[config.mk]
export PLATFORM = sky130hd
export DESIGN_NAME = booth_mult_seq
export DESIGN_NICKNAME = d
export VERILOG_FILES = /design/src/rtl/booth_pkg.sv /design/src/rtl/booth_step.sv /design/src/rtl/booth_mult_seq.sv
export SDC_FILE = /design/constraint.sdc
export NUM_CORES = 1
export LEC_CHECK = 0
export CORE_ASPECT_RATIO = 0.5
export CORE_MARGIN = 2
export CORE_UTILIZATION = 55
export CTS_CLUSTER_SIZE = 16
export DETAILED_ROUTE_END_ITERATION = 10
export GPL_ROUTABILITY_DRIVEN = 0
export PLACE_DENSITY = 0.8
export SKIP_CTS_REPAIR_TIMING = 1
export SLEW_MARGIN = 20
export SYNTH_ARGS = -nofsm -noshare
export SYNTH_HDL_FRONTEND = slang
export SYNTH_SLANG_ARGS = --single-unit
export TNS_END_PERCENT = 100
[constraint.sdc]
create_clock -name clk -period 6 [get_ports clk]
set_input_delay 1.2 -clock clk [delete_from_list [all_inputs] [get_ports clk]]
set_output_delay 1.2 -clock clk [all_outputs]
set_load 0.05 [all_outputs]
[src/rtl/booth_pkg.sv]
// Shared types for the sequential Booth multiplier: FSM states, Booth op-codes
// and a constant-function clog2 used to size the iteration counter.
package booth_pkg;

  typedef enum logic [1:0] {
    IDLE = 2'd0,
    CALC = 2'd1,
    DONE = 2'd2
  } state_t;

  typedef enum logic [1:0] {
    OP_NOP = 2'd0,
    OP_ADD = 2'd1,
    OP_SUB = 2'd2
  } booth_op_t;

  function automatic int clog2(input int value);
    int r;
    r = 0;
    for (int v = value - 1; v > 0; v = v >> 1) begin
      r++;
    end
    return r;
  endfunction

  // Radix-2 recoding of the bit pair {Q[0], Q_1}.
  function automatic booth_op_t booth_op(input logic q0, input logic q_1);
    booth_op_t op;
    case ({q0, q_1})
      2'b01:   op = OP_ADD;
      2'b10:   op = OP_SUB;
      default: op = OP_NOP;
    endcase
    return op;
  endfunction

endpackage

[src/rtl/booth_step.sv]
// One Booth iteration, purely combinational: add/sub of M into A, then a 1-bit
// arithmetic right shift of {A,Q,Q_1}. Zero latency, no flow control of its own.
module booth_step
  import booth_pkg::*;
#(
  parameter int MCAND_W  = 8,
  parameter int MPLIER_W = 4
) (
  input  logic [MCAND_W:0]    a,
  input  logic [MPLIER_W-1:0] q,
  input  logic                q_1,
  input  logic [MCAND_W:0]    mreg,
  output logic [MCAND_W:0]    a_nxt,
  output logic [MPLIER_W-1:0] q_nxt,
  output logic                q_1_nxt
);

  logic [MCAND_W:0] sum;
  booth_op_t        op;

  always_comb begin
    op  = booth_op(q[0], q_1);
    sum = a;
    case (op)
      OP_ADD:  sum = a + mreg;
      OP_SUB:  sum = a - mreg;
      default: sum = a;
    endcase
    // A carries one guard bit, so its MSB is always the true sign here.
    a_nxt   = {sum[MCAND_W], sum[MCAND_W:1]};
    q_nxt   = {sum[0], q[MPLIER_W-1:1]};
    q_1_nxt = q[0];
  end

endmodule

[src/rtl/booth_mult_seq.sv]
// Sequential signed radix-2 Booth multiplier; MPLIER_W CALC cycles (data-dependent 1..MPLIER_W with BOOTH_EARLY_TERM_EN).
// One operation in flight: in_ready drops while busy, product held until out_ready.
module booth_mult_seq
  import booth_pkg::*;
#(
  parameter int MCAND_W  = 8,
  parameter int MPLIER_W = 4
) (
  input  logic                          clk,
  input  logic                          rst,
  input  logic                          in_valid,
  output logic                          in_ready,
  input  logic [MCAND_W-1:0]            multiplicand,
  input  logic [MPLIER_W-1:0]           multiplier,
  output logic                          out_valid,
  input  logic                          out_ready,
  output logic [MCAND_W+MPLIER_W-1:0]   product,
  output logic                          busy
);

  localparam int PROD_W = MCAND_W + MPLIER_W;
  localparam int AW     = MCAND_W + 1;
  localparam int SW     = AW + MPLIER_W + 1;
  localparam int CNT_W  = clog2(MPLIER_W + 1);

  state_t              state;
  logic [AW-1:0]       a;
  logic [AW-1:0]       mreg;
  logic [MPLIER_W-1:0] q;
  logic                q_1;
  logic [CNT_W-1:0]    count;

  logic [AW-1:0]       a_nxt;
  logic [MPLIER_W-1:0] q_nxt;
  logic                q_1_nxt;

  booth_step #(
    .MCAND_W  (MCAND_W),
    .MPLIER_W (MPLIER_W)
  ) u_step (
    .a       (a),
    .q       (q),
    .q_1     (q_1),
    .mreg    (mreg),
    .a_nxt   (a_nxt),
    .q_nxt   (q_nxt),
    .q_1_nxt (q_1_nxt)
  );

`ifdef BOOTH_EARLY_TERM_EN
  // When Q[count-1:0] all match Q_1, every remaining step is a NOP shift,
  // so collapse them into one arithmetic shift by count.
  logic          rest_uniform;
  logic [SW-1:0] shifted;

  always_comb begin
    rest_uniform = 1'b1;
    for (int i = 0; i < MPLIER_W; i++) begin
      if ((i < int'(count)) && (q[i] != q_1)) begin
        rest_uniform = 1'b0;
      end
    end
    shifted = $signed({a, q, q_1}) >>> count;
  end
`endif

  always_ff @(posedge clk) begin
    if (rst) begin
      state     <= IDLE;
      in_ready  <= 1'b1;
      out_valid <= 1'b0;
      busy      <= 1'b0;
      product   <= '0;
      a         <= '0;
      mreg      <= '0;
      q         <= '0;
      q_1       <= 1'b0;
      count     <= '0;
    end else begin
      case (state)
        IDLE: begin
          if (in_valid && in_ready) begin
            mreg     <= {multiplicand[MCAND_W-1], multiplicand};
            a        <= '0;
            q        <= multiplier;
            q_1      <= 1'b0;
            count    <= CNT_W'(MPLIER_W);
            in_ready <= 1'b0;
            busy     <= 1'b1;
            state    <= CALC;
          end
        end

        CALC: begin
`ifdef BOOTH_EARLY_TERM_EN
          if (rest_uniform) begin
            {a, q, q_1} <= shifted;
            count       <= '0;
            product     <= shifted[PROD_W:1];
            out_valid   <= 1'b1;
            state       <= DONE;
          end else begin
`else
          begin
`endif
            a     <= a_nxt;
            q     <= q_nxt;
            q_1   <= q_1_nxt;
            count <= count - CNT_W'(1);
            if (count == CNT_W'(1)) begin
              product   <= {a_nxt[MCAND_W-1:0], q_nxt};
              out_valid <= 1'b1;
              state     <= DONE;
            end
          end
        end

        DONE: begin
          // in_ready only rises after this edge, so no accept overlaps the handshake.
          if (out_ready) begin
            out_valid <= 1'b0;
            in_ready  <= 1'b1;
            busy      <= 1'b0;
            state     <= IDLE;
          end
        end

        default: begin
          state     <= IDLE;
          in_ready  <= 1'b1;
          out_valid <= 1'b0;
          busy      <= 1'b0;
        end
      endcase
    end
  end

  hold_under_backpressure: assert property (
    @(posedge clk) disable iff (rst)
    (out_valid && !out_ready) |=> (out_valid && $stable(product))
  );

endmodule

Word-level counts from Yosys, hierarchy flattened
Cells that the tools add are included.
{ "op_classes": {"n_mux": 21, "bitwise_logic": 2, "addsub": 3, "eq_ne": 10, "reduce_logical": 9} }
{ "op_table": {"columns": ["cell", "n"], "rows": [
  ["$pmux 9 s2", 2],
  ["$add 9x9->9", 1],
  ["$mux 9", 1],
  ["$pmux 1 s3", 3],
  ["$reduce_and 3->1", 3],
  ["$sub 9x9->9", 1],
  ["$pmux 4 s2", 1],
  ["$eq 2x1->1 const B", 3],
  ["$eq 2x2->1 const B", 3],
  ["$mux 2", 3],
  ["$ne 2x2->1 const B", 3],
  ["$pmux 2 s3", 1],
  ["$pmux 3 s2", 1],
  ["$reduce_and 2->1", 3],
  ["$mux 1", 5],
  ["$mux 4", 1],
  ["$pmux 2 s2", 1],
  ["$eq 3x1->1 const B", 1],
  ["$mux 3", 1],
  ["$sub 3x1->3 const B", 1],
  ["$logic_not 2->1", 1],
  ["$not 1->1", 2],
  ["$pmux 1 s2", 1],
  ["$reduce_bool 2->1", 1],
  ["$logic_and 1x1->1", 1]
]} }
{ "word_totals": {"in_bits": 16, "output_inout_bits": 15, "elab_cells": 55, "register_bits": 42} }

Longest topological paths before layout
Gate-level depths: netlist (run 1).
{ "depth": {"ltp_word": 5, "ltp_mapped": 12} }

Hierarchy
A second synthesis (run 1) with hierarchy kept.
{ "hier_totals": {"cells_unflattened": 298, "area_unflattened_um2": 2353.5} }
{ "modules_own_cells": {"columns": ["mod", "area_per_inst_um2", "seq_area_each_um2", "n_inst", "cells_each"], "rows": [
  ["booth_mult_seq", 1630.3, 840.8, 1, 199],
  ["booth_step", 723.2, 0.0, 1, 99]
]} }

Least setup slack after synthesis (run 1)
Ideal clock, no wire load.
{ "synth_timing": {"path_kind": "register to register", "startpoint": "register mreg[0]", "endpoint": "register a[7]", "t_arrival_ns": 2.345, "path_stages_with_launch": 11, "required_time_ns": 5.876, "path_buffers": 0, "slack_ns": 3.531, "period_less_slack_ns": 2.469, "cell_sequence": "dfxtp_1 > nor4_1 > a21oi_1 > xnor2_1 > ha_1 > a21oi_1 > o21ai_0 > or4_4 > a31o_2 > nand2_1 > o21ai_0"} }
{ "synth_via": {"elab_chain_cells": 3, "elab_cells_between_ends": 4, "classes_between": "2 x add/sub; 2 x mux"} }
{ "synth_lines": {"columns": ["item", "line_no", "text"], "rows": [
  ["from (decl)", "booth_mult_seq.sv:28", "logic [AW-1:0] mreg;"],
  ["from (signal assigned)", "booth_mult_seq.sv:83", "mreg <= {multiplicand[MCAND_W-1], multiplicand};"],
  ["$sub 9x9->9 or $add 9x9->9 (tied branches)", "booth_step.sv:26, booth_step.sv:25", null],
  ["$pmux 9 s2 *", "booth_step.sv:24", "case (op)"],
  ["$pmux 9 s2 *", "booth_mult_seq.sv:80", "case (state)"],
  ["to (signal assigned)", "booth_mult_seq.sv:106", "a <= a_nxt;"],
  ["to (decl)", "booth_mult_seq.sv:27", "logic [AW-1:0] a;"]
]} }
Mark *: on every way between the ends. The rest lies on a longest branch, timed or not.
A chain may end at the register's enable or synchronous reset.

Worst setup path in the final report (run 1)
{ "layout_timing": {"startpoint": "register mreg[0]", "endpoint": "register product[11]"} }
{ "layout_via": {"elab_chain_cells": 2, "elab_cells_between_ends": 3, "classes_between": "2 x add/sub; 1 x mux"} }
{ "layout_lines": {"columns": ["item", "line_no", "text"], "rows": [
  ["$sub 9x9->9 or $add 9x9->9 (tied branches)", "booth_step.sv:26, booth_step.sv:25", null],
  ["$pmux 9 s2 *", "booth_step.sv:24", null],
  ["to (signal assigned)", "booth_mult_seq.sv:111", "product <= {a_nxt[MCAND_W-1:0], q_nxt};"],
  ["to (decl)", "booth_mult_seq.sv:17", "output logic [MCAND_W+MPLIER_W-1:0] product,"]
]} }
Marks and branches as above.

==> results of run 1 <==
## sequential cells by signal (all words and copies together), names as in the netlist
name / flops
mreg: 8
product: 12
q_1: 1
out_valid: 1
a: 8
busy: 1
q: 4
count: 3
in_ready: 1
state: 2
## stage by stage
| step | cell area (um2) | hold slack [ns] | instances | util |
|---|---|---|---|---|
| after floorplan | 2190 | 0.446 | 283 | - |
| after global placement | 2500 | 0.444 | 352 | 0.647 |
| after detailed placement | 2500 | 0.448 | 352 | 0.647 |
| after CTS | 2590 | 0.461 | 360 | 0.670 |
| after global routing | 2590 | 0.492 | 360 | 0.670 |
| final | 2590 | 0.457 | 360 | 0.670 |
## placed cells by master, fill, tap and decap left out, drive strengths merged, types with 2 or more instances in the layout
cell type / netlist / routed
nand2: 51 / 51
nor4: 2 / 2
a31o: 2 / 2
nor3: 5 / 5
a31oi: 3 / 3
a22oi: 2 / 2
o21ai: 10 / 10
nand2b: 3 / 3
clkdlybuf4s50: 0 / 30
dfxtp: 41 / 41
mux2i: 4 / 4
nor2b: 3 / 3
inv: 11 / 12
o21a: 2 / 2
nor2: 34 / 34
xnor2: 9 / 9
a21oi: 33 / 33
and3: 2 / 2
a211oi: 7 / 7
and2: 2 / 2
ha: 12 / 12
xor2: 3 / 3
clkbuf: 11 / 5
nand3: 8 / 8
a311oi: 3 / 3
## power by group through the flow
stage                     Combinational [W]  Sequential [W]  Clock [W]
after detailed placement           0.000225        0.000311          0
final                              0.000230        0.000305   0.000186
after global placement             0.000219        0.000310          0
after CTS                          0.000227        0.000305   0.000191
after floorplan                    0.000163        0.000320          0
after global routing               0.000253        0.000308   0.000205
## how the worst max path moves through the flow
stage	startpoint	endpoint	slack [ns]	cells after the start
after global placement	in_valid	a[0]	3.09	4
after detailed placement	in_valid	count[1]	3.02	4
after floorplan	mreg[0]	a[7]	3.53	10
after global routing	mreg[0]	product[11]	3.07	10
after CTS	mreg[0]	a[7]	3.26	12
final	mreg[0]	product[11]	3.20	12
## per-layer routing
metal  global-route usage  wire length [um]  vias up
met5                    0                 0        -
met4               0.0711                34        0
met3               0.0452               187        4
met2                0.337              2160       38
met1                0.335              2480      920
li1                     -                 -     1008
## worst max-delay path, delay by kind of cell (launching register included)
family	cells	cell delay (ns)
xor gates and xnor gates	2	0.31
and+or+nand+nor	4	0.89
AOI/OAI and AO/OA	3	0.39
DFF	1	0.44
adders and majority gates	2	0.53
buffers and inverters	1	0.07
## area by class of cell
type | instances | share of cell area
inverter | 11 | 0.0159
clock buffer | 5 | 0.0266
tap | 54 | 0.0261
clock inverter | 3 | 0.00821
timing repair buffer | 31 | 0.119
sequential | 41 | 0.317
multi-input combinational | 215 | 0.487
## cell families (layout without fill, tap and decap cells)
| family | Yosys count | after routing | synth area share |
|---|---|---|---|
| simple gates | 119 | 119 | 0.246 |
| compound gates | 67 | 67 | 0.186 |
| flops | 41 | 41 | 0.375 |
| buf+inv | 27 | 50 | 0.0486 |
| fa+ha+maj | 13 | 13 | 0.0777 |
| xor+xnor | 12 | 12 | 0.0480 |
| mux | 4 | 4 | 0.0183 |
==> metrics.md, run 1 <==
| Metric | Value |
|---|---|
| Run status | finished, final reports clean |
| Setup Viol. Count Final | 0 |
| Worst Path Arrival | 2.93 ns |
| Final WL | 4860 um |
| Row cnt | 16 |
| Reg2reg end | product[11] |
| Final hold viol count | 0 |
| Skew final | 0.00539 ns |
| Total power | 0.000721 W |
| Top-level I/O count | 31 |
| Avg Cell Area, Syn | 7.74 um2 |
| Chip height | 48.6 um |
| Worst Setup End Kind | flop |
| DRC violations left | 0 |
| Crit Path Max Fanout | 5 |
| Yosys cell types | 43 |
| Vias in the first global route | 1758 |
| Worst path required time | 6.13 ns |
| Worst-path cell chain | inv_1 > ha_1 > nor3b_2 > a21oi_1 > xnor2_1 > ha_1 > nand2_1 > o21ai_0 > or4_4 > nand2_2 > xnor2_1 > a211oi_2 |
| RSZ-0062 raised after global routing | false |
| First-pass GRT wire length | 8290 um |
| Crit path time final | 2.80 ns |
| Die Width | 93.2 um |
| Critical path startpoint category | flop |
| DRT iter0 DRCs | 118 |
| CTS tree | done |
| CTS root buf | clkbuf_8 |
| Clk sinks | 41 |
| Most frequent cell after synthesis | nand2_1 |
| CTS HTree Levels | 2 |
| Share of layout cells above drive strength 1 | 0.0523 |
| Fin crit share | 0.467 |
| Peak supply drop | 0.133 mV |
| Comb pwr share | 0.319 |
| Core area | 3860 um2 |
| Top-area cell type share of the netlist area | 0.375 |
| Cell internal pwr | 0.000467 W |
| Max Freq | 357 MHz |
| Worst reg-to-reg setup slack | 3.20 ns |
| Syn Std Cell Area | 2190 um2 |
| Slew HR | 0.256 |
| Max-cap violations | 0 |
| Pleak | 0.957 nW |
| Initial core utilization | 0.567 |
| Die Footprint | 4530 um2 |
| Critical Setup Path Class | reg -> reg |
| Seq/Total Area, Yosys | 0.375 |
| Vias/cell | 5.47 |
| Hold Path End | product[2] |
| Switch Pwr | 0.000254 W |
| Cells after synthesis | 283 |
| Total gr overflow | 0 |
| Initial antenna violation count | 0 |
| Dpl ws | 3.02 ns |
| Max Slew Vio Count | 0 |
| Layout Nets | 334 |
| Gr usage total | 0.228 |
| Commonest cells in the synthesized netlist | 50 x nand2_1, 41 x dfxtp_1, 34 x nor2_1 |
| PortBufs | 30 |
| Most frequently used flop master after synthesis | dfxtp_1 |
| Reg power frac | 0.423 |
| Switching Share | 0.353 |
| Pre-Repair DR Iteration Count | 4 |
| Clock power share | 0.257 |
| Power Density | 278 nW/um2 |
| Post-DP HPWL | 3400 um |
| CTS Buffer Depth | 2 |
| Clk_lat worst skew | 0.30 ns |
| Total number of vias | 1970 |
| Hold path start | product[2] |
| Worst-margin pin slew | 1.11 ns |
| CP max-delay cell | or4_4 |
| Min-Delay Path Depth | 2 |
| Async set or reset register ratio after synthesis | 0 |
| ANT nets after route | 0 |
| Cts bufs inserted | 5 |
| Antenna cells | 0 |
| Worst Hold Class | reg -> reg |
| Setup_tns | 0 ns |
| Critical Path Max Stage Delay | 0.51 ns |
| Clock slew seen by the registers of the worst setup and hold paths | 0.08 ns |
| Area of the multi-input gates | 1260 um2 |
| P&R area growth vs syn | 18.3% |
| Top cells by area, synth | dfxtp_1 37%, nand2_1 8.6%, a21oi_1 7.5% |
| R2R cell count | 12 |
| Fillers | 324 |
| Post-route setup slack | 3.20 ns |
| Largest net degree at the start of global routing | 42 |
| EDFF count, synth | 0 |
| Synth Net Count | 312 |
| Wire length per cell | 13.5 um |
| Seq. cell area | 821 um2 |
| Reg2reg start | mreg[0] |
| Post-synth top area cell | dfxtp_1 |
| Number of synthesized register bits | 41 |
| Synth Warn # | 0 |
No activity file was read; power rests on OpenSTA's default activity.
==> run 2: changes to the inputs <==
CORE_UTILIZATION = 49   (was 55)
PLACE_DENSITY = 0.76   (was 0.8)
clock period = 2.4 ns   (was 6 ns; I/O delays follow)
==> run 2 against run 1 <==
  * The flow now finishes with violations (negative setup slack)
  * Sequential power grew to 2.5 times the previous value
  * Utilization up 0.87 points
  * Non-clock buffer count increased by 22
  * Combinational power grew to 3.5 times the previous value
  * Count of clock-buffer cells in the layout up 1
  * Via count is 8.1% higher
  * Clock power rose by 150%
  * Fmax grew 10%
  * Critical path type unchanged
==> metrics.md, run 2 (same netlist as run 1, synthesis figures left out) <==
| Metric | Value |
|---|---|
| Post-route cell area | 2950 um2 (+14%) |
| CTS root buf | clkbuf_8 |
| Peak supply drop | 0.325 mV (+140%) |
| Violated checks | negative setup slack |
| CTS HTree Levels | 2 (unchanged) |
| Max Slew Vio Count | 0 (unchanged) |
| Worst Setup End Kind | flop |
| First-pass GRT wire length | 9040 um (+9.0%) |
| Post-DP HPWL | 3910 um (+15%) |
| Max FFs per register | 12 (unchanged) |
| Clock slew seen by the registers of the worst setup and hold paths | 0.08 ns (about the same) |
| Chip height | 51.3 um (+5.5%) |
| Total gr overflow | 0 (unchanged) |
| Gr usage total | 0.226 (-0.00229) |
| Vias in the first global route | 2016 (+15%) |
| Layout Nets | 356 (+6.6%) |
| Slew HR | 0.662 (+0.406) |
| Commonest non-fill, non-tap cells in the layout | 48 x nand2_1, 38 x dfxtp_1, 33 x nor2_1 |
| Worst-margin pin slew | 0.504 ns (-0.610 ns) |
| P&R area growth vs syn | 34.6% |
| Reg power frac | 0.378 (-0.045) |
| Core area | 4340 um2 (+12%) |
| Clk_lat worst skew | 0.30 ns (about the same) |
| Share of layout cells above drive strength 1 | 0.201 (+0.149) |
| Antenna cells | 0 (unchanged) |
| ANT nets after route | 0 (unchanged) |
| Critical path startpoint category | flop |
| Die Footprint | 5050 um2 (+11%) |
| Post-route setup slack | -0.137 ns (-3.34 ns) |
| Critical Setup Path Class | reg -> reg |
| Initial antenna violation count | 0 (unchanged) |
| Max-cap violations | 0 (unchanged) |
| Final hold viol count | 0 (unchanged) |
| Regs by FF count | product: 12 flops, a: 8 flops, mreg: 8 flops |
| DRT iter0 DRCs | 136 (+15%) |
| Run status | finished with violations |
| Comb pwr share | 0.394 (+0.075) |
| Cts bufs inserted | 5 (unchanged) |
| Clk sinks | 41 (unchanged) |
| Clock power share | 0.228 (-0.029) |
| CTS tree | done |
| Worst path required time | 2.59 ns (-3.54 ns) |
| Row cnt | 17 (+1) |
| Wire length per cell | 14.8 um (+9.3%) |
| PortBufs | 30 (unchanged) |
| Fin crit share | 1.06 (+0.590) |
| Final WL | 5690 um (+17%) |
| Final cell count without fillers | 385 (+6.9%) |
| Placed cell area | 2700 um2 (+7.9%) |
| Crit path time final | 2.54 ns (-0.264 ns) |
| CTS Buffer Depth | 2 (unchanged) |
| Pleak | 1.11 nW (+16%) |
| Initial core utilization | 0.505 (-0.0621) |
| Placed cells | 376 (+6.8%) |
| Switching Share | 0.360 (+0.00696) |
| Worst Path Arrival | 2.73 ns (-0.20 ns) |
| Fillers | 362 (+12%) |
| Vias/cell | 5.53 (+1.1%) |
| Most common cell after layout, fill and taps aside | nand2_1 |
| Max Freq | 394 MHz (+10%) |
| Cell internal pwr | 0.00130 W (+180%) |
| Worst Hold Class | reg -> reg |
| Pre-Repair DR Iteration Count | 5 (+1) |
| Skew final | 0.00509 ns (-0.000294 ns) |
| Top-level I/O count | 31 (unchanged) |
| Crit Path Max Fanout | 4 (-1) |
| Reg with most FFs | product |
| Dpl ws | -0.213 ns (-3.24 ns) |
| DRC violations left | 0 (unchanged) |
| Power Density | 689 nW/um2 (+150%) |
| Total number of vias | 2129 (+8.1%) |
| Setup Viol. Count Final | 2 (+2) |
| Largest net degree at the start of global routing | 33 (-21%) |
| Setup_tns | -0.267 ns (-0.267 ns) |
| Switch Pwr | 0.000730 W (+190%) |
| Die Width | 98.5 um (+5.7%) |
| RSZ-0062 raised after global routing | true |
## run 2: metal layers
layer  vias up  share of wire  GRT usage
met3        10          0.063     0.0479
met1       993           0.47      0.301
met4         0          0.013     0.0776
met5         -              0          0
met2        61           0.45      0.367
li1       1065              -          -
## run 2: area by class of cell
type | instances | area (um2) | share of cell area
tap | 57 | 71.3 | 0.0242
timing repair buffer | 53 | 493 | 0.167
inverter | 11 | 41.3 | 0.0140
clock inverter | 2 | 13.8 | 0.00467
sequential | 41 | 832 | 0.282
multi-input combinational | 215 | 1420 | 0.483
clock buffer | 6 | 72.6 | 0.0246
## run 2: worst max-delay path, stage by stage (launching register included)
cell and delay [ns]:
dfxtp_4 0.37, nor4_4 0.35, a21oi_2 0.12, xnor2_2 0.22, ha_4 0.25, a21oi_2 0.18, o21ai_2 0.08, or4_4 0.53
a31o_4 0.23, nand2_2 0.05, o21ai_1 0.06
## run 2: path summary, 6_finish.rpt
kind	from	endpoint	slack, ns	cells after the start
hold / removal	product[1]	product[1]	0.46	2
hold reg to reg	product[1]	product[1]	0.46	2
setup / recovery	mreg[0]	a[7]	-0.14	10
setup reg to reg	mreg[0]	a[7]	-0.14	10
## run 2: power by group through the flow
stage                     logic [W]  registers [W]  clock network (W)
after floorplan            0.000415       0.000802                  0
after global placement     0.000650       0.000777                  0
after detailed placement   0.000669       0.000779                  0
after CTS                  0.000677       0.000763           0.000475
after global routing       0.000863       0.000773           0.000501
final                      0.000800       0.000767           0.000462
## run 2: stage by stage
| stage | util | power, W | hold WS [ns] |
|---|---|---|---|
| global route | 0.679 | 0.00214 | 0.496 |
| finish | 0.679 | 0.00203 | 0.458 |
| global placement | 0.622 | 0.00143 | 0.444 |
| CTS | 0.642 | 0.00192 | 0.462 |
| floorplan | - | 0.00122 | 0.446 |
| detailed placement | 0.622 | 0.00145 | 0.451 |
==> RTL change 1 (config.mk and constraints of run 2) <==
The 3 states of `state_t` get a one-hot encoding in 3 bits.
--- a/src/rtl/booth_pkg.sv
+++ b/src/rtl/booth_pkg.sv
@@ -2,10 +2,10 @@
 // and a constant-function clog2 used to size the iteration counter.
 package booth_pkg;
 
-  typedef enum logic [1:0] {
-    IDLE = 2'd0,
-    CALC = 2'd1,
-    DONE = 2'd2
+  typedef enum logic [2:0] {
+    IDLE = 3'b001,
+    CALC = 3'b010,
+    DONE = 3'b100
   } state_t;
 
   typedef enum logic [1:0] {
Formal check against the unedited RTL: no difference found for any inputs over 10 cycles, from zero or initial values and one cycle with rst high; not proved beyond that.
==> RTL change 1 against run 2 <==
- the flow still finishes with violations (setup timing)
- area after synthesis up 1.0%
- sequential cell count up 1
- largest power group unchanged
- power up 10%
- utilization down 0.25 points
- routed wire length up 3.6%
- count of clock-buffer cells in the layout unchanged
- non-clock buffer count up 4
- design area up 0.13%
- clock power up 3%
- global-route usage up 0.48 points
- setup slack better by 24 ps
==> RTL change 1: results (changes against run 2) <==
| Metric | Value |
|---|---|
| Outcome | `finished, violations left` |
| Failing checks | `setup timing` |
| TritonRoute pass-1 iters | `4 (-1)` |
| Xor-xnor portion of the synthesized cell area | `4.75% (-0.049 points)` |
| LEAKAGE | `1.07 nW (-3.0%)` |
| Final setup fails | `5 (+3)` |
| Hold WS | `464 ps (+5.87 ps)` |
| Met3 wire length | `446 um (+25%)` |
| Worst Max-Slew Pin Slew | `638 ps (+134 ps)` |
| Met3 Track Usage GR | `5.91% (+1.1 points)` |
| GR Layer Usage met1 | `31.4% (+1.2 points)` |
| RR Endpoint | `product[11]$_SDFFE_PP0P_` |
| Grt met2 use | `36.6% (-0.14 points)` |
| Inverters excl. clock | `10 (-1)` |
| Post-synthesis net count | `308 (-1.3%)` |
| Worst VDD drop | `0.000517 V (+59%)` |
| Hold Startpoint | `in_ready$_SDFFE_PP1P_` |
| Reg2Reg Depth | `11 (+1)` |
| Reg2reg start | `mreg[1]$_SDFFE_PP0P_` |
| FF+latch count | `42 (+2.4%)` |
| DRT met1 WL | `2640 um (-1.2%)` |
| Top cells by area, synth | `dfxtp_1, nand2_1, a21oi_1` |
| GRT Total Usage | `23.0% (+0.48 points)` |
| Worst slack, placed | `-122 ps (+90.6 ps)` |
| Gate power share | `43.2% (+3.8 points)` |
| Syn_area_per_cell | `7.93 um2 (+2.5%)` |
| Endpoint, Worst Hold | `in_ready$_SDFFE_PP1P_` |
| DRT iter0 DRCs | `97 (-29%)` |
| Netlist cell types | `37 (-14%)` |
| Via count of the first global-routing pass | `2019 (+0.15%)` |
| Crit-path max cell delay | `410 ps (-120 ps)` |
| Synth Area in Adders | `7.69% (-0.079 points)` |
| Post-route setup slack | `-114 ps (+23.7 ps)` |
| Worst-path fanout max | `2 (-2)` |
| P_comb | `0.967 mW (+21%)` |
| Filler cell count | `373 (+3.0%)` |
| Multiplexer share of the synthesized area | `1.81% (-0.019 points)` |
| Clock share of power | `21.2% (-1.6 points)` |
| Dpl hpwl | `4030 um (+3.1%)` |
| Clock buf/inv share | `2.93% (-0.0037 points)` |
| Post-Place Cell Area | `2750 um2 (+1.8%)` |
-- RTL change 1: how the worst max path moves through the flow --
| stage | endpoint | cells past startpoint |
|---|---|---|
| after global placement | product[11]$_SDFFE_PP0P_ | 11 |
| after detailed placement | a[6]$_SDFFE_PP0P_ | 8 |
| final | product[11]$_SDFFE_PP0P_ | 11 |
| after floorplan | product[10]$_SDFFE_PP0P_ | 10 |
| after CTS | a[6]$_SDFFE_PP0P_ | 8 |
| after global routing | product[11]$_SDFFE_PP0P_ | 11 |
-- RTL change 1: tightest hold or removal path, cell delays in order, from the launching register on --
cell	delay, ps
dfxtp_1	330
nand2_1	60
nand2_1	40
-- RTL change 1: per-stage QoR --
stage	util [%]	setup TNS [ps]
CTS	65.0	-512
global placement	63.0	-81.8
finish	67.7	-355
detailed placement	63.0	-407
floorplan	-	-16.5
global route	67.7	-874
==> RTL change 2 (flow settings as in run 2) <==
Made on the original files. `MPLIER_W` is set to 4 in 2 places; all go to 6.
--- a/src/rtl/booth_step.sv
+++ b/src/rtl/booth_step.sv
@@ -4,7 +4,7 @@
   import booth_pkg::*;
 #(
   parameter int MCAND_W  = 8,
-  parameter int MPLIER_W = 4
+  parameter int MPLIER_W = 6
 ) (
   input  logic [MCAND_W:0]    a,
   input  logic [MPLIER_W-1:0] q,
--- a/src/rtl/booth_mult_seq.sv
+++ b/src/rtl/booth_mult_seq.sv
@@ -4,7 +4,7 @@
   import booth_pkg::*;
 #(
   parameter int MCAND_W  = 8,
-  parameter int MPLIER_W = 4
+  parameter int MPLIER_W = 6
 ) (
   input  logic                          clk,
   input  logic                          rst,
Interface: changed (resized multiplier and product); port bits go from 31 to 35. The function was not compared with the original's and may differ.
==> RTL change 2 against run 2 <==
- final cell count rose by 9.9%
- sequential share of layout area rose by 0.13 points
- utilization rose by 3.4 points
- routed wire length rose by 6.5%
- the flow still finishes with violations (setup timing)
- sequential cell count rose by 4
- design area rose by 9.1%
- power rose by 13%
- worst hold slack got worse by 1.6 ps
- setup slack improved by 53 ps
- critical path type unchanged
- area after synthesis rose by 7.1%
==> RTL change 2: results (changes against run 2) <==
| Metric | Value |
|---|---|
| Failing checks | `setup timing` |
| DRT iter0 DRCs | `115 (-15%)` |
| Total CTS buffers | `5 (unchanged)` |
| Hold Startpoint | `product[1]$_SDFFE_PP0P_` |
| Htree depth | `2 (unchanged)` |
| Endpoint, Worst Hold | `product[1]$_SDFFE_PP0P_` |
| Clk slew on worst S/H paths | `100 ps (+20 ps)` |
| Worst slack, placed | `-195 ps (+17.6 ps)` |
| YS warnings | `0 (unchanged)` |
| Clk buf depth | `2 (unchanged)` |
| Clock Skew | `7.67 ps (+2.58 ps)` |
| Met3 Track Usage GR | `3.96% (-0.82 points)` |
| Grt met2 use | `35.4% (-1.3 points)` |
| Dpl hpwl | `4080 um (+4.5%)` |
| DR vias | `2279 (+7.0%)` |
| Number of antenna violations at the first check in global routing | `0 (unchanged)` |
| TritonRoute pass-1 iters | `4 (-1)` |
| LEAKAGE | `1.21 nW (+9.0%)` |
| Buffers on Ports | `34 (+13%)` |
| Top flop regs | `product (14), a (8), mreg (8)` |
| DRC | `0 (unchanged)` |
| Post-DR wirelength/cell | `14.3 um (-3.1%)` |
| Worst VDD drop | `0.000437 V (+34%)` |
| Fraction of layout cells with a size suffix above 1 | `20.2% (+0.046 points)` |
| Reg2Reg Depth | `10 (unchanged)` |
| Top cells by area, synth | `dfxtp_1, nand2_1, a21oi_1` |
| Final #Nets | `387 (+8.7%)` |
| Hold Path Class | `reg2reg` |
| Number of diodes | `0 (unchanged)` |
| Via count of the first global-routing pass | `1968 (-2.4%)` |
| Post-route setup slack | `-84.4 ps (+53.0 ps)` |
| Post-synthesis net count | `333 (+6.7%)` |
| Cells after DPL | `412 (+9.6%)` |
| Synth async-reset ratio | `0% (unchanged)` |
| Netlist cell types | `40 (-7.0%)` |
| Global-route wire length before repair | `8980 um (-0.62%)` |
| Reg2reg start | `mreg[2]$_SDFFE_PP0P_` |
| Post-synthesis sequential area ratio | `38.4% (+0.93 points)` |
| Worst skew pair latency | `300 ps (about the same)` |
| GRT Total Usage | `21.7% (-0.90 points)` |
| Syn_area_per_cell | `7.76 um2 (+0.35%)` |
| Largest net degree at the start of global routing | `23 (-30%)` |
| Worst-path fanout max | `4 (unchanged)` |
| CP arrival | `2710 ps (-20 ps)` |
| Outcome | `finished, violations left` |
| Final setup fails | `5 (+3)` |
| GR Layer Usage met1 | `30.2% (+0.045 points)` |
| RR Endpoint | `product[13]$_SDFFE_PP0P_` |
| Most frequent cells after synthesis | `nand2_1, dfxtp_1, nor2_1` |
| Routed wire length | `6060 um (+6.5%)` |
| Worst Max-Slew Pin Slew | `604 ps (+101 ps)` |
| Hold path cells | `2 (unchanged)` |
| Total congestion overflow | `0 (unchanged)` |
## RTL change 2: cell count changes in the layout (fill, tap and decap cells not counted), moves of 3 or more
cell / run 2 / this run
nand3_1: 8 / 4
a21oi_1: 27 / 31
dfxtp_2: 0 / 6
o21ai_2: 3 / 0
buf_4: 20 / 31
a211oi_2: 4 / 1
o21ai_0: 2 / 5
nor3_1: 4 / 8
nor2_1: 33 / 41
clkdlybuf4s50_1: 30 / 34
## RTL change 2: how the worst max path moves through the flow
stage / start / to / slack, ps / cells past startpoint
after floorplan: mreg[0]$_SDFFE_PP0P_ / product[10]$_SDFFE_PP0P_ / 2 / 10
after global placement: q[0]$_SDFFE_PP0P_ / product[10]$_SDFFE_PP0P_ / -160 / 10
after detailed placement: q[0]$_SDFFE_PP0P_ / product[10]$_SDFFE_PP0P_ / -200 / 10
after CTS: q[0]$_SDFFE_PP0P_ / product[10]$_SDFFE_PP0P_ / -230 / 10
after global routing: mreg[2]$_SDFFE_PP0P_ / product[13]$_SDFFE_PP0P_ / -210 / 10
final: mreg[2]$_SDFFE_PP0P_ / product[13]$_SDFFE_PP0P_ / -80 / 10
## RTL change 2: area by class of cell
type                            count  area, um2
Multi-Input combinational cell    230       1500
Clock buffer                        5       68.8
Fill cell                         389       1290
Timing Repair Buffer               65        573
Sequential cell                    45        912
Inverter                            9       33.8
Tap cell                           66       82.6
Clock inverter                      3       47.5
## RTL change 2: per-layer routing
metal | wire length, um | up-vias
li1 | - | 1143
met1 | 3010 | 1076
met2 | 2700 | 56
met3 | 300 | 4
met4 | 40 | 0
met5 | 0 | -
## RTL change 2: metrics by stage
step / setup TNS (ps) / area [um2] / total power [mW] / hold WS (ps)
3_5_place_dp: -1090 / 2930 / 1.56 / 446
4_1_cts: -1260 / 3050 / 2.16 / 459
5_1_grt: -837 / 3220 / 2.41 / 473
2_1_floorplan: 0 / 2380 / 1.32 / 446
6_report: -156 / 3220 / 2.30 / 457
3_3_place_gp: -439 / 2930 / 1.54 / 443
## RTL change 2: cells by family after synthesis
logic type,Yosys count,synth area share [%]
and+or+nand+nor,126,24.3
AOI/OAI and AO/OA,75,19.3
DFF,45,38.4
buffers and inverters,27,4.54
adders and majority gates,13,7.26
xor gates and xnor gates,12,4.48
muxes,4,1.71
## RTL change 2: where the power goes
part	switching (mW)	total (mW)	internal, mW
Combinational	0.445	0.856	0.411
Clock	0.289	0.607	0.318
Sequential	0.0448	0.840	0.795
## RTL change 2: worst max-delay path, stage by stage (launching register included)
cell      delay (ps)
dfxtp_4          380
nor4_4           370
a21oi_2          110
xnor2_1          150
ha_1             330
nand2_1          140
o21ai_1           90
or3_1            340
a21o_1           190
xnor2_1          130
a211oi_1         190
